File: config.mk
export PLATFORM = sky130hd
export DESIGN_NAME = mem_access
export DESIGN_NICKNAME = d
export VERILOG_FILES = /design/src/rtl/mem_access_pkg.sv /design/src/rtl/mem_lane_align.sv /design/src/rtl/mem_access.sv
export SDC_FILE = /design/constraint.sdc
export NUM_CORES = 1
export LEC_CHECK = 0
export ABC_CLOCK_PERIOD_IN_PS = 5100
export BUFFER_PORTS_ARGS = -buffer_cell sky130_fd_sc_hd__buf_2
export CAP_MARGIN = 15
export CORE_MARGIN = 1
export CORE_UTILIZATION = 23
export CTS_BUF_LIST = sky130_fd_sc_hd__clkbuf_8
export DETAILED_ROUTE_END_ITERATION = 10
export HOLD_SLACK_MARGIN = 0.05
export SETUP_SLACK_MARGIN = 0.15
export SKIP_CTS_REPAIR_TIMING = 1
export SLEW_MARGIN = 20
export SYNTH_ARGS = -nofsm -noshare
export SYNTH_HDL_FRONTEND = slang
export SYNTH_SLANG_ARGS = --single-unit
File: constraint.sdc
create_clock -name clk -period 5.1 [get_ports clk]
set_clock_uncertainty 0.2 [all_clocks]
set_input_delay 1.53 -clock clk [delete_from_list [all_inputs] [get_ports clk]]
set_output_delay 1.53 -clock clk [all_outputs]
set_load 0.01 [all_outputs]
File: src/rtl/mem_access_pkg.sv
// mem_access_pkg: access encodings, FSM states and alignment helper for the memory stage
package mem_access_pkg;

  localparam logic [1:0] ACCESS_OP_D2R = 2'd0;
  localparam logic [1:0] ACCESS_OP_M2R = 2'd1;
  localparam logic [1:0] ACCESS_OP_R2M = 2'd2;

  localparam logic [2:0] ACCESS_SZ_BYTE  = 3'd0;
  localparam logic [2:0] ACCESS_SZ_HALF  = 3'd1;
  localparam logic [2:0] ACCESS_SZ_WORD  = 3'd2;
  localparam logic [2:0] ACCESS_SZ_LEFT  = 3'd3;
  localparam logic [2:0] ACCESS_SZ_RIGHT = 3'd4;

  localparam logic [7:0] OP_LL = 8'h30;
  localparam logic [7:0] OP_SC = 8'h38;

  typedef enum logic [1:0] {
    MEMST_IDLE   = 2'd0,
    MEMST_ACCESS = 2'd1,
    MEMST_DONE   = 2'd2
  } memst_e;

  // LL/SC are always word accesses, whatever size the decoder supplies
  function automatic logic misaligned(input logic [2:0] sz, input logic [1:0] a, input logic llsc);
    return ((sz == ACCESS_SZ_HALF) && a[0]) || (((sz == ACCESS_SZ_WORD) || llsc) && (a != 2'b00));
  endfunction

endpackage

File: src/rtl/mem_lane_align.sv
// mem_lane_align: byte-enable and store steering, load lane select/extend and LWL/LWR merge
module mem_lane_align
  import mem_access_pkg::*;
(
  input  logic [1:0]  addr_lo_i,
  input  logic [2:0]  sz_i,
  input  logic        unsigned_i,
  input  logic [31:0] rt_i,
  input  logic [31:0] rddata_i,
  output logic [3:0]  be_o,
  output logic [31:0] wrdata_o,
  output logic [31:0] ld_data_o
);

  logic [4:0]  sh;
  logic [4:0]  rsh;
  logic [31:0] rd_shr;
  logic [7:0]  b;
  logic [15:0] h;
  logic [31:0] lwl;
  logic [31:0] lwr;

  assign sh     = {addr_lo_i, 3'b000};
  assign rsh    = 5'd24 - sh;
  assign rd_shr = rddata_i >> sh;
  assign b      = rd_shr[7:0];
  assign h      = addr_lo_i[1] ? rddata_i[31:16] : rddata_i[15:0];
  assign lwl    = (rddata_i << rsh) | (rt_i & (32'h00FF_FFFF >> sh));
  assign lwr    = (rddata_i >> sh) | (rt_i & ~(32'hFFFF_FFFF >> sh));

  always_comb begin
    be_o      = 4'b1111;
    wrdata_o  = rt_i;
    ld_data_o = rddata_i;
    case (sz_i)
      ACCESS_SZ_BYTE: begin
        be_o      = 4'b0001 << addr_lo_i;
        wrdata_o  = {4{rt_i[7:0]}};
        ld_data_o = {{24{b[7] & ~unsigned_i}}, b};
      end
      ACCESS_SZ_HALF: begin
        be_o      = addr_lo_i[1] ? 4'b1100 : 4'b0011;
        wrdata_o  = {2{rt_i[15:0]}};
        ld_data_o = {{16{h[15] & ~unsigned_i}}, h};
      end
      ACCESS_SZ_LEFT: begin
        be_o      = 4'b1111 >> (2'd3 - addr_lo_i);
        wrdata_o  = rt_i >> rsh;
        ld_data_o = lwl;
      end
      ACCESS_SZ_RIGHT: begin
        be_o      = 4'b1111 << addr_lo_i;
        wrdata_o  = rt_i << sh;
        ld_data_o = lwr;
      end
      default: ;
    endcase
  end

endmodule

File: src/rtl/mem_access.sv
// mem_access: memory stage with registered stall-able bus transaction, LL/SC link bit and address-error detection
module mem_access
  import mem_access_pkg::*;
(
  input  logic        clk,
  input  logic        rst,
  input  logic        exception_flush,
  input  logic        eret,
  input  logic [7:0]  op,
  input  logic        flag_unsigned,
  input  logic [1:0]  mem_access_op,
  input  logic [2:0]  mem_access_sz,
  input  logic [31:0] data_i,
  input  logic [31:0] mem_addr,
  input  logic [4:0]  reg_addr_i,
  output logic [31:0] bus_address,
  output logic [3:0]  bus_byte_enable,
  output logic        bus_read,
  output logic        bus_write,
  output logic [31:0] bus_wrdata,
  input  logic [31:0] bus_rddata,
  input  logic        bus_stall,
  output logic [31:0] data_o,
  output logic [4:0]  reg_addr_o,
  output logic        stall,
  output logic        addr_err_load,
  output logic        addr_err_store,
  output logic [31:0] badvaddr
);

  memst_e      state_q, state_d;
  logic        llbit_q, llbit_d;
  logic        drain_q, drain_d;
  logic [31:0] addr_q, addr_d;
  logic [31:0] wrdata_q, wrdata_d;
  logic [31:0] res_q, res_d;
  logic [3:0]  be_q, be_d;
  logic        rds_q, rds_d;
  logic        wrs_q, wrs_d;
  logic [4:0]  dst_q, dst_d;
  logic        is_ll, is_sc, is_load, is_store, is_mem, mis, sc_fail, start, drop;
  logic [3:0]  be;
  logic [31:0] wrdata;
  logic [31:0] ld_data;

  mem_lane_align u_align (
    .addr_lo_i (mem_addr[1:0]),
    .sz_i      (mem_access_sz),
    .unsigned_i(flag_unsigned),
    .rt_i      (data_i),
    .rddata_i  (bus_rddata),
    .be_o      (be),
    .wrdata_o  (wrdata),
    .ld_data_o (ld_data)
  );

  assign is_ll    = op == OP_LL;
  assign is_sc    = op == OP_SC;
  assign is_load  = mem_access_op == ACCESS_OP_M2R;
  assign is_store = mem_access_op == ACCESS_OP_R2M;
  assign is_mem   = is_load | is_store;
  assign mis      = misaligned(mem_access_sz, mem_addr[1:0], is_ll | is_sc);
  assign sc_fail  = is_store & is_sc & ~llbit_q;
  assign start    = (state_q == MEMST_IDLE) & is_mem & ~mis & ~exception_flush;
  assign drop     = drain_q | exception_flush;

  assign bus_address     = addr_q;
  assign bus_byte_enable = be_q;
  assign bus_read        = rds_q;
  assign bus_write       = wrs_q;
  assign bus_wrdata      = wrdata_q;

  always_ff @(posedge clk or posedge rst) begin
    if (rst) begin
      state_q  <= MEMST_IDLE;
      llbit_q  <= 1'b0;
      drain_q  <= 1'b0;
      addr_q   <= '0;
      wrdata_q <= '0;
      res_q    <= '0;
      be_q     <= '0;
      rds_q    <= 1'b0;
      wrs_q    <= 1'b0;
      dst_q    <= '0;
    end else begin
      state_q  <= state_d;
      llbit_q  <= llbit_d;
      drain_q  <= drain_d;
      addr_q   <= addr_d;
      wrdata_q <= wrdata_d;
      res_q    <= res_d;
      be_q     <= be_d;
      rds_q    <= rds_d;
      wrs_q    <= wrs_d;
      dst_q    <= dst_d;
    end
  end

  always_comb begin
    state_d  = state_q;
    llbit_d  = llbit_q;
    drain_d  = drain_q;
    addr_d   = addr_q;
    wrdata_d = wrdata_q;
    res_d    = res_q;
    be_d     = be_q;
    rds_d    = rds_q;
    wrs_d    = wrs_q;
    dst_d    = dst_q;
    case (state_q)
      MEMST_IDLE: if (start) begin
        // a failing SC never touches the bus and reports 0 straight from DONE
        state_d  = sc_fail ? MEMST_DONE : MEMST_ACCESS;
        addr_d   = {mem_addr[31:2], 2'b00};
        be_d     = be;
        wrdata_d = wrdata;
        rds_d    = is_load;
        wrs_d    = is_store & ~sc_fail;
        res_d    = 32'd0;
        dst_d    = reg_addr_i;
        drain_d  = 1'b0;
      end
      MEMST_ACCESS: begin
        drain_d = drop;
        if (!bus_stall) begin
          state_d = drop ? MEMST_IDLE : MEMST_DONE;
          rds_d   = 1'b0;
          wrs_d   = 1'b0;
          drain_d = 1'b0;
          res_d   = is_sc ? 32'd1 : ld_data;
          dst_d   = (is_load | is_sc) ? reg_addr_i : 5'd0;
          llbit_d = llbit_q | (is_ll & is_load & ~drop);
        end
      end
      MEMST_DONE: state_d = MEMST_IDLE;
      default:    state_d = MEMST_IDLE;
    endcase
    if (eret | exception_flush) llbit_d = 1'b0;
  end

  always_comb begin
    data_o         = data_i;
    reg_addr_o     = 5'd0;
    stall          = 1'b0;
    addr_err_load  = 1'b0;
    addr_err_store = 1'b0;
    badvaddr       = 32'd0;
    case (state_q)
      MEMST_IDLE: begin
        stall          = start;
        reg_addr_o     = (is_mem | exception_flush) ? 5'd0 : reg_addr_i;
        addr_err_load  = is_load & mis;
        addr_err_store = is_store & mis;
        badvaddr       = (is_mem & mis) ? mem_addr : 32'd0;
      end
      MEMST_ACCESS: stall = 1'b1;
      MEMST_DONE: begin
        data_o     = res_q;
        reg_addr_o = exception_flush ? 5'd0 : dst_q;
      end
      default: ;
    endcase
  end

endmodule

# After elaboration in Yosys (flattened, before gate mapping)
# Cells that the tools add are included.
op_classes:
  n_reduce_logical: 14
  n_bitwise: 31
  n_shift: 9
  add_sub_neg: 2
  muxes: 38
  n_eq_ne: 13
op_table:
  columns: ["cell", "n"]
  rows:
  - ["32-bit case mux with 4 select lines", 2]
  - ["32-bit 2-to-1 mux", 6]
  - ["32-bit bitwise AND", 2]
  - ["32-bit OR", 2]
  - ["32-bit case mux with 2 select lines", 1]
  - ["32-bit by 5-bit << shifter with 32-bit output", 2]
  - ["32-bit by 5-bit >> shifter with 32-bit output", 2]
  - ["32-bit NOT", 1]
  - ["24-bit by 5-bit >> shifter with 32-bit output (first input constant)", 1]
  - ["32-bit by 5-bit >> shifter with 32-bit output (first input constant)", 1]
  - ["5-bit 2-to-1 mux", 5]
  - ["5-bit case mux with 2 select lines", 2]
  - ["8-bit by 6-bit equality test with 1-bit output (second input constant)", 2]
  - ["16-bit 2-to-1 mux", 1]
  - ["4-bit case mux with 4 select lines", 1]
  - ["1-bit bitwise AND", 13]
  - ["1-bit 2-to-1 mux", 10]
  - ["2-bit 2-to-1 mux", 4]
  - ["1-bit case mux with 2 select lines", 4]
  - ["2-bit AND reduction", 4]
  - ["1-bit OR", 7]
  - ["3-bit by 2-bit equality test with 1-bit output (second input constant)", 2]
  - ["1-bit NOT", 6]
  - ["2-bit nonzero test", 3]
  - ["18 further kinds", 23]
word_totals:
  ff_bits: 109
  output_inout_bits: 142
  in_bits: 120
  word_cells: 117

# Longest topological paths before layout
# Gate-level depths: netlist (run 1).
logic_depth:
  word_depth: 10
  mapped_depth: 8
  depth_no_buf: 6

# Modules after synthesis
# A second synthesis (run 1) with hierarchy kept.
hier_totals:
  hier_cells: 873
  area_unflattened_um2: 8358.0
modules_own_cells:
  columns: ["module", "area_per_inst_um2", "instances", "cells_per_inst"]
  rows:
  - ["mem_access", 5037.3, 1, 391]
  - ["mem_lane_align", 3320.7, 1, 482]

# Worst setup path after synthesis (run 1)
# No wires, ideal clock.
synth_timing:
  path_type: "in2out"
  start: "in op[1]"
  end: "out addr_err_load"
  path_buffers: 1
  required_ns: 3.370
  stages: 5
  path_slack_ns: 0.430
  t_arrival_ns: 2.940
  path_cell_list: "or3_1 nor3_4 o21ai_4 buf_4 nor4b_1"
synth_between:
  elab_chain_len: 7
  elab_cells_between_ends: 8
  classes_between: "eq/ne: 2; mux: 1; bitwise: 2; reduce/logical: 3"
synth_lines:
  columns: ["item", "line", "source"]
  rows:
  - ["start, declared", "mem_access.sv:9", "input logic [7:0] op,"]
  - ["8-bit by 6-bit equality test with 1-bit output, on equally long branches", "mem_access.sv:57, mem_access.sv:58", null]
  - ["1-bit OR *", "mem_access.sv:62", "assign mis = misaligned(mem_access_sz, mem_addr[1:0], is_ll | is_sc);"]
  - ["1-bit logical OR *", "mem_access_pkg.sv:25", "return ((sz == ACCESS_SZ_HALF) && a[0]) || (((sz == ACCESS_SZ_WORD) || llsc) && (a != 2'b00));"]
  - ["1-bit logical AND *", "mem_access_pkg.sv:25", null]
  - ["1-bit logical OR *", "mem_access_pkg.sv:25", null]
  - ["1-bit bitwise AND *", "mem_access.sv:152", "addr_err_load = is_load & mis;"]
  - ["1-bit 2-to-1 mux *", "mem_access.sv:148", "case (state_q)"]
  - ["end, declared", "mem_access.sv:26", "output logic addr_err_load,"]
# Every way passes the cells marked *; elsewhere a longest branch is shown, timed or not.

# Worst setup path after layout (run 1)
layout_timing:
  start: "in op[1]"
  end: "out badvaddr[25]"
layout_between:
  elab_chain_len: 8
  elab_cells_between_ends: 9
  classes_between: "eq/ne: 2; mux: 2; bitwise: 2; reduce/logical: 3"
layout_lines:
  columns: ["item", "line", "source"]
  rows:
  - ["8-bit by 6-bit equality test with 1-bit output, on equally long branches", "mem_access.sv:57, mem_access.sv:58", null]
  - ["1-bit OR *", "mem_access.sv:62", null]
  - ["1-bit logical OR *", "mem_access_pkg.sv:25", null]
  - ["1-bit logical AND *", "mem_access_pkg.sv:25", null]
  - ["1-bit logical OR *", "mem_access_pkg.sv:25", null]
  - ["1-bit bitwise AND *", "mem_access.sv:154", "badvaddr = (is_mem & mis) ? mem_addr : 32'd0;"]
  - ["32-bit 2-to-1 mux *", "mem_access.sv:154", null]
  - ["32-bit 2-to-1 mux *", "mem_access.sv:148", null]
  - ["end, declared", "mem_access.sv:28", "output logic [31:0] badvaddr"]
# Marks and branches as above.

==> impl_metrics.tcl, run 1 <==
set metrics [dict create \
    clock-sinks 109 \
    crit_fanout 32 \
    ys_seq_area_share_pct 31.4 \
    drc 0 \
    whs_ns 0.302 \
    gp_congestion 0.906 \
    grt_start_max_net_pins 83 \
    syn_area_um2 8690 \
    post-route-cell-area_um2 10600 \
    ant_nets 0 \
    synth_most_common_cell "dfrtp_1" \
    cp.arrival_ns 3.12 \
    rsz0062_at_grt "false" \
    dpl_worst_slack_ns 0.200 \
    grt_pass1_wl_mm 50.8 \
    seqPwrFrac_pct 39.2 \
    io_pins 262 \
    overflow 0 \
    r2r-start "state_q[1]$_DFFE_PP0P_" \
    num_rows 70 \
    start_util_pct 23.6 \
    layout-drive-gt1-share_pct 40.3 \
    p_int_w 0.00216 \
    synthCells 895 \
    cts_buffers 9 \
    end_kind "output pin" \
    cts_max_path_buffers 2 \
    ys_ff_latch 109 \
    leakage_nw 4.88 \
    hold_class "reg2reg" \
    synthArstFlopShare_pct 100 \
    critPathKind "in2out" \
    relSlewSlack_pct 31.3 \
    area_delta_synth_final_pct 21.7 \
    ys_top_cells_by_area "dfrtp_1 31%, mux2_4 9.2%, mux2_2 8.2%" \
    p_comb_share_pct 44.6 \
    core_area_um2 36900 \
    synth-edff-count 0 \
    maxCapViolCount 0 \
    setup-violations-final 0 \
    root_buffer "clkbuf_8" \
    final_util_pct 28.7 \
    die_w_um 196 \
    buffer_ports.inserted 259 \
    fin_nets 1223 \
    dpl_cell_area_um2 10400 \
    power_density_nw_per_um2 333 \
    grtUsageTotal_pct 17.5 \
    synth_top_area_share_pct 31.4 \
    htreeDepth 3 \
    setup-tns-final_ns 0 \
    drv_slew 0 \
    min-delay-start "res_q[7]$_DFFE_PP0P_" \
    switching_power_w 0.00137 \
    power.share.clock_pct 16.3 \
    wl_per_cell_um 21.3 \
    dieArea_um2 38600 \
    yosys-top-cells-count "109 x dfrtp_1, 67 x mux2i_1, 63 x mux2_2, 60 x nand2_1, 54 x nor2_1" \
    worst_slew_pin_slew_ns 1.03 \
    yosysUniqueCellTypes 72 \
    post-route-period-util_pct 95.2 \
    grt_pass1_vias 7883 \
    cts_tree "built" \
    multi_input_comb_area_um2 5440 \
    hold_violations 0 \
    diodes 0 \
    yosys.area.top_type "dfrtp_1" \
    max_freq_mhz 206 \
    finalWorstSetupSlack_ns 0.245 \
    power.share.switching_pct 38.8 \
    dp_hpwl_mm 25.8 \
    n_fill_cell 3892 \
    startpoint "op[1]" \
    dr.first_iter.drc_count 704 \
    peakVddDrop_v 0.000118 \
    status "complete, no violations" \
    clock_latency_ns 0.43 \
    drt-total-wl_mm 34.4 \
    synth_flop_cell "dfrtp_1" \
    start_kind "primary input" \
    path_clk_slew_ns 0.12 \
    regArea_um2 2730 \
    required_ns 3.37 \
    die_h_um 196 \
    antenna_found_initial 2 \
    post_synth.cell_area_avg_um2 9.71 \
    dr.pass1.iters 5 \
    ys_warn_count 0 \
    vias 8368 \
    finalWorstPathRequiredPeriod_ns 4.85 \
    vias_per_cell 5.20 \
]
-- area by class of cell --
type                            instances  share of cell area, %
Clock inverter                          6                  0.615
Multi-Input combinational cell        686                   51.5
Clock buffer                           10                   1.30
Tap cell                              504                   5.97
Timing Repair Buffer                  280                   14.3
Inverter                               15                  0.580
Sequential cell                       109                   25.8
-- cells by family after synthesis --
logic type               after synthesis  synth area share (%)
AO/OA/AOI/OAI                        262                  21.6
adder cells (fa/ha/maj)                2                 0.288
buffers and inverters                101                  6.08
multiplexers                         188                  26.3
flip-flops                           109                  31.4
other                                  1                0.0432
AND/OR/NAND/NOR                      232                  14.2
-- sequential cells by signal, summed over array words and instances (netlist names) --
name             flops
bus_read             1
dst_q                5
res_q               32
bus_byte_enable      4
bus_wrdata          32
llbit_q              1
drain_q              1
bus_write            1
state_q              2
bus_address         30
-- worst paths after layout --
| kind | endpoint | slack, ns | cells past startpoint |
|---|---|---|---|
| worst max-delay path | badvaddr[25] | 0.25 | 8 |
| worst min-delay path | res_q[7]$_DFFE_PP0P_ | 0.30 | 1 |
| worst max register to register | bus_byte_enable[0]$_DFFE_PP0P_ | 2.28 | 5 |
| worst min register to register | res_q[7]$_DFFE_PP0P_ | 0.30 | 1 |
| max in group asynchronous | bus_wrdata[18]$_DFFE_PP0P_ | 3.02 | 3 |
| min in group asynchronous | bus_address[15]$_DFFE_PP0P_ | 1.01 | 2 |
-- power groups by stage --
| stage | Sequential (W) | Combinational, W | Clock (W) |
|---|---|---|---|
| 6_report | 0.00138 | 0.00157 | 0.000574 |
| 2_1_floorplan | 0.00147 | 0.000880 | 0 |
| 3_3_place_gp | 0.00139 | 0.00158 | 0 |
| 4_1_cts | 0.00138 | 0.00160 | 0.000610 |
| 3_5_place_dp | 0.00140 | 0.00159 | 0 |
| 5_1_grt | 0.00142 | 0.00170 | 0.000632 |
-- cell usage in the layout (no fill, tap or decap), types with 9 or more instances in the layout --
cell type / instances
buf_2: 258
inv_1: 12
nor2_1: 54
a221oi_1: 9
o2bb2ai_1: 26
mux2i_1: 67
a22o_1: 14
nand3_1: 9
mux2_2: 63
o22ai_1: 23
a21oi_1: 42
a22oi_1: 18
dfrtp_1: 109
clkbuf_8: 10
nand2_1: 60
and2_1: 34
o21ai_0: 42
nor2b_1: 12
mux2_4: 53
a211oi_1: 26
nor3_1: 16
buf_4: 18
-- routing by layer --
metal | up-vias | share of wire [%] | global-route usage, %
met5 | - | 0.038 | 0
met4 | 2 | 3.2 | 6.86
met3 | 57 | 8.6 | 4.23
met2 | 470 | 46 | 28.3
met1 | 4051 | 42 | 22.5
li1 | 3788 | - | -
-- stage by stage --
| step | cells | power [W] |
|---|---|---|
| after floorplan | 896 | 0.00235 |
| after global placement | 1593 | 0.00297 |
| after detailed placement | 1593 | 0.00299 |
| after CTS | 1609 | 0.00359 |
| after global routing | 1610 | 0.00376 |
| final | 1610 | 0.00352 |
-- worst max-delay path, cell delays in order --
cell and delay, ns:
buf_2 0.09, or3_1 0.42, nor3_4 0.26, o21ai_4 0.12
nor4_4 0.19, buf_12 0.21, and2_1 0.16, buf_2 0.13
Note: power is estimated with default switching activity, not from simulation.
==> run 2: changes to the inputs <==
==> constraint.sdc (replaced) <==
create_clock -name clk -period 5.1 [get_ports clk]
set_clock_uncertainty 0.2 [all_clocks]
set_input_delay 1.02 -clock clk [delete_from_list [all_inputs] [get_ports clk]]
set_output_delay 1.02 -clock clk [all_outputs]
set_load 0.01 [all_outputs]
==> run 2 against run 1 <==
Wire length hardly changed. Clock-buffer cell count is 1 lower. Core utilization decreased by 0.24 points. Register-to-register slack better by 0.08 ns. First-iteration DRC count is 3.6% lower. Final cell count shrank 0.19%. Combinational power hardly changed. Global-route usage shrank 0.081 points. Non-clock buffer count shrank 3. Via count is 0.12% lower. Largest cell class unchanged. Largest power group unchanged.
==> impl_metrics.tcl, run 2 (synthesis gave the netlist of run 1 again) <==
set metrics [dict create \
    status "complete, no violations" \
    vias_per_cell 5.20 \
    place_inst 1591 \
    clock-sinks 109 \
    cts_tree "built" \
    core_area_um2 36900 \
    max_freq_mhz 246 \
    die_h_um 196 \
    worst_slew_pin_slew_ns 1.05 \
    wl_per_cell_um 21.4 \
    clock_latency_ns 0.41 \
    wl_met2_mm 16.2 \
    grtUsageTotal_pct 17.5 \
    io_pins 262 \
    cts_buffers 9 \
    diodes 0 \
    crit_fanout 32 \
    relSlewSlack_pct 30.2 \
    num_rows 70 \
    root_buffer "clkbuf_8" \
    path_clk_slew_ns 0.12 \
    overflow 0 \
    power_density_nw_per_um2 332 \
    critPathKind "in2out" \
    die_w_um 196 \
    p_total_w 0.00348 \
    vias 8358 \
    drt-total-wl_mm 34.3 \
    r2r_slack_ns 2.36 \
    fin_nets 1220 \
    finalWorstPathRequiredPeriod_ns 4.06 \
    area_delta_synth_final_pct 20.7 \
    end_kind "output pin" \
    peakVddDrop_v 0.000145 \
    layout-drive-gt1-share_pct 40.2 \
    dr.first_iter.drc_count 679 \
    startpoint "mem_access_sz[1]" \
    final_common_cell "buf_2" \
    finalNonFillerCells 1607 \
    setup-tns-final_ns 0 \
    maxCapViolCount 0 \
    ant_nets 0 \
    min-delay-start "res_q[30]$_DFFE_PP0P_" \
    setup-violations-final 0 \
    drc 0 \
    whs_ns 0.306 \
    post-route-period-util_pct 79.6 \
    met1Wirelength_mm 14.9 \
    highest-signal-layer "met4" \
    required_ns 3.88 \
    r2r-start "state_q[0]$_DFFE_PP0P_" \
    rsz0062_at_grt "false" \
    hold_class "reg2reg" \
    start_kind "primary input" \
    leakage_nw 4.83 \
    cp.arrival_ns 2.84 \
    drv_slew 0 \
    buffer_ports.inserted 259 \
    dp_hpwl_mm 25.8 \
    dr.pass1.iters 7 \
    start_util_pct 23.6 \
    grt_start_max_net_pins 75 \
    final_cell_mix "258 x buf_2, 109 x dfrtp_1, 67 x mux2i_1" \
    dieArea_um2 38600 \
    gp_congestion 0.926 \
    cts_max_path_buffers 2 \
    grt_pass1_wl_mm 51.0 \
    hold_violations 0 \
    final_util_pct 28.4 \
    antenna_found_initial 0 \
    htreeDepth 3 \
    wl_met3_mm 2.46 \
    grt_pass1_vias 8009 \
]
==> run 2: cell types whose count changed in the layout (fill, tap and decap cells not counted) <==
cell        previous run  this run
buf_12                 4         0
clkinvlp_4             0         2
inv_8                  2         0
buf_4                 18        19
clkbuf_8              10         9
clkinv_2               0         1
==> run 2: final timing paths <==
path / to / cells after the start
setup / recovery: badvaddr[18] / 8
hold / removal: res_q[30]$_DFFE_PP0P_ / 1
setup reg to reg: res_q[18]$_DFFE_PP0P_ / 5
hold reg to reg: res_q[30]$_DFFE_PP0P_ / 1
max in group asynchronous: bus_byte_enable[0]$_DFFE_PP0P_ / 3
min in group asynchronous: bus_address[15]$_DFFE_PP0P_ / 2
==> run 2: worst max-delay path, stage by stage <==
cell	delay, ns
buf_2	0.44
nand2b_1	0.18
a21oi_1	0.26
o21ai_4	0.14
nor4_4	0.15
buf_4	0.32
and2_1	0.17
buf_2	0.13
==> run 2: layout make-up <==
class	count	area [um^2]
fill	3969	26400
multi-input combinational	686	5440
timing repair buffer	277	1430
clock buffer	9	124
inverter	15	61.3
clock inverter	7	62.6
sequential	109	2730
tap	504	631
==> run 2: metrics by stage <==
step | instance area, um^2 | setup WS (ns)
3_3_place_gp | 10300 | 1.14
3_5_place_dp | 10300 | 1.05
6_report | 10500 | 1.04
2_1_floorplan | 8690 | 1.01
4_1_cts | 10500 | 1.05
5_1_grt | 10500 | 0.882
==> run 2: metal layers <==
metal | track usage, % | up-vias
met1 | 23.3 | 4055
met4 | 5.27 | 0
met5 | 0 | -
met3 | 2.69 | 48
li1 | - | 3779
met2 | 29.0 | 476
==> run 2: where the power goes <==
group          switching, W  internal, W
registers          0.000189      0.00119
logic              0.000812     0.000754
clock network      0.000345     0.000185
total               0.00135      0.00213
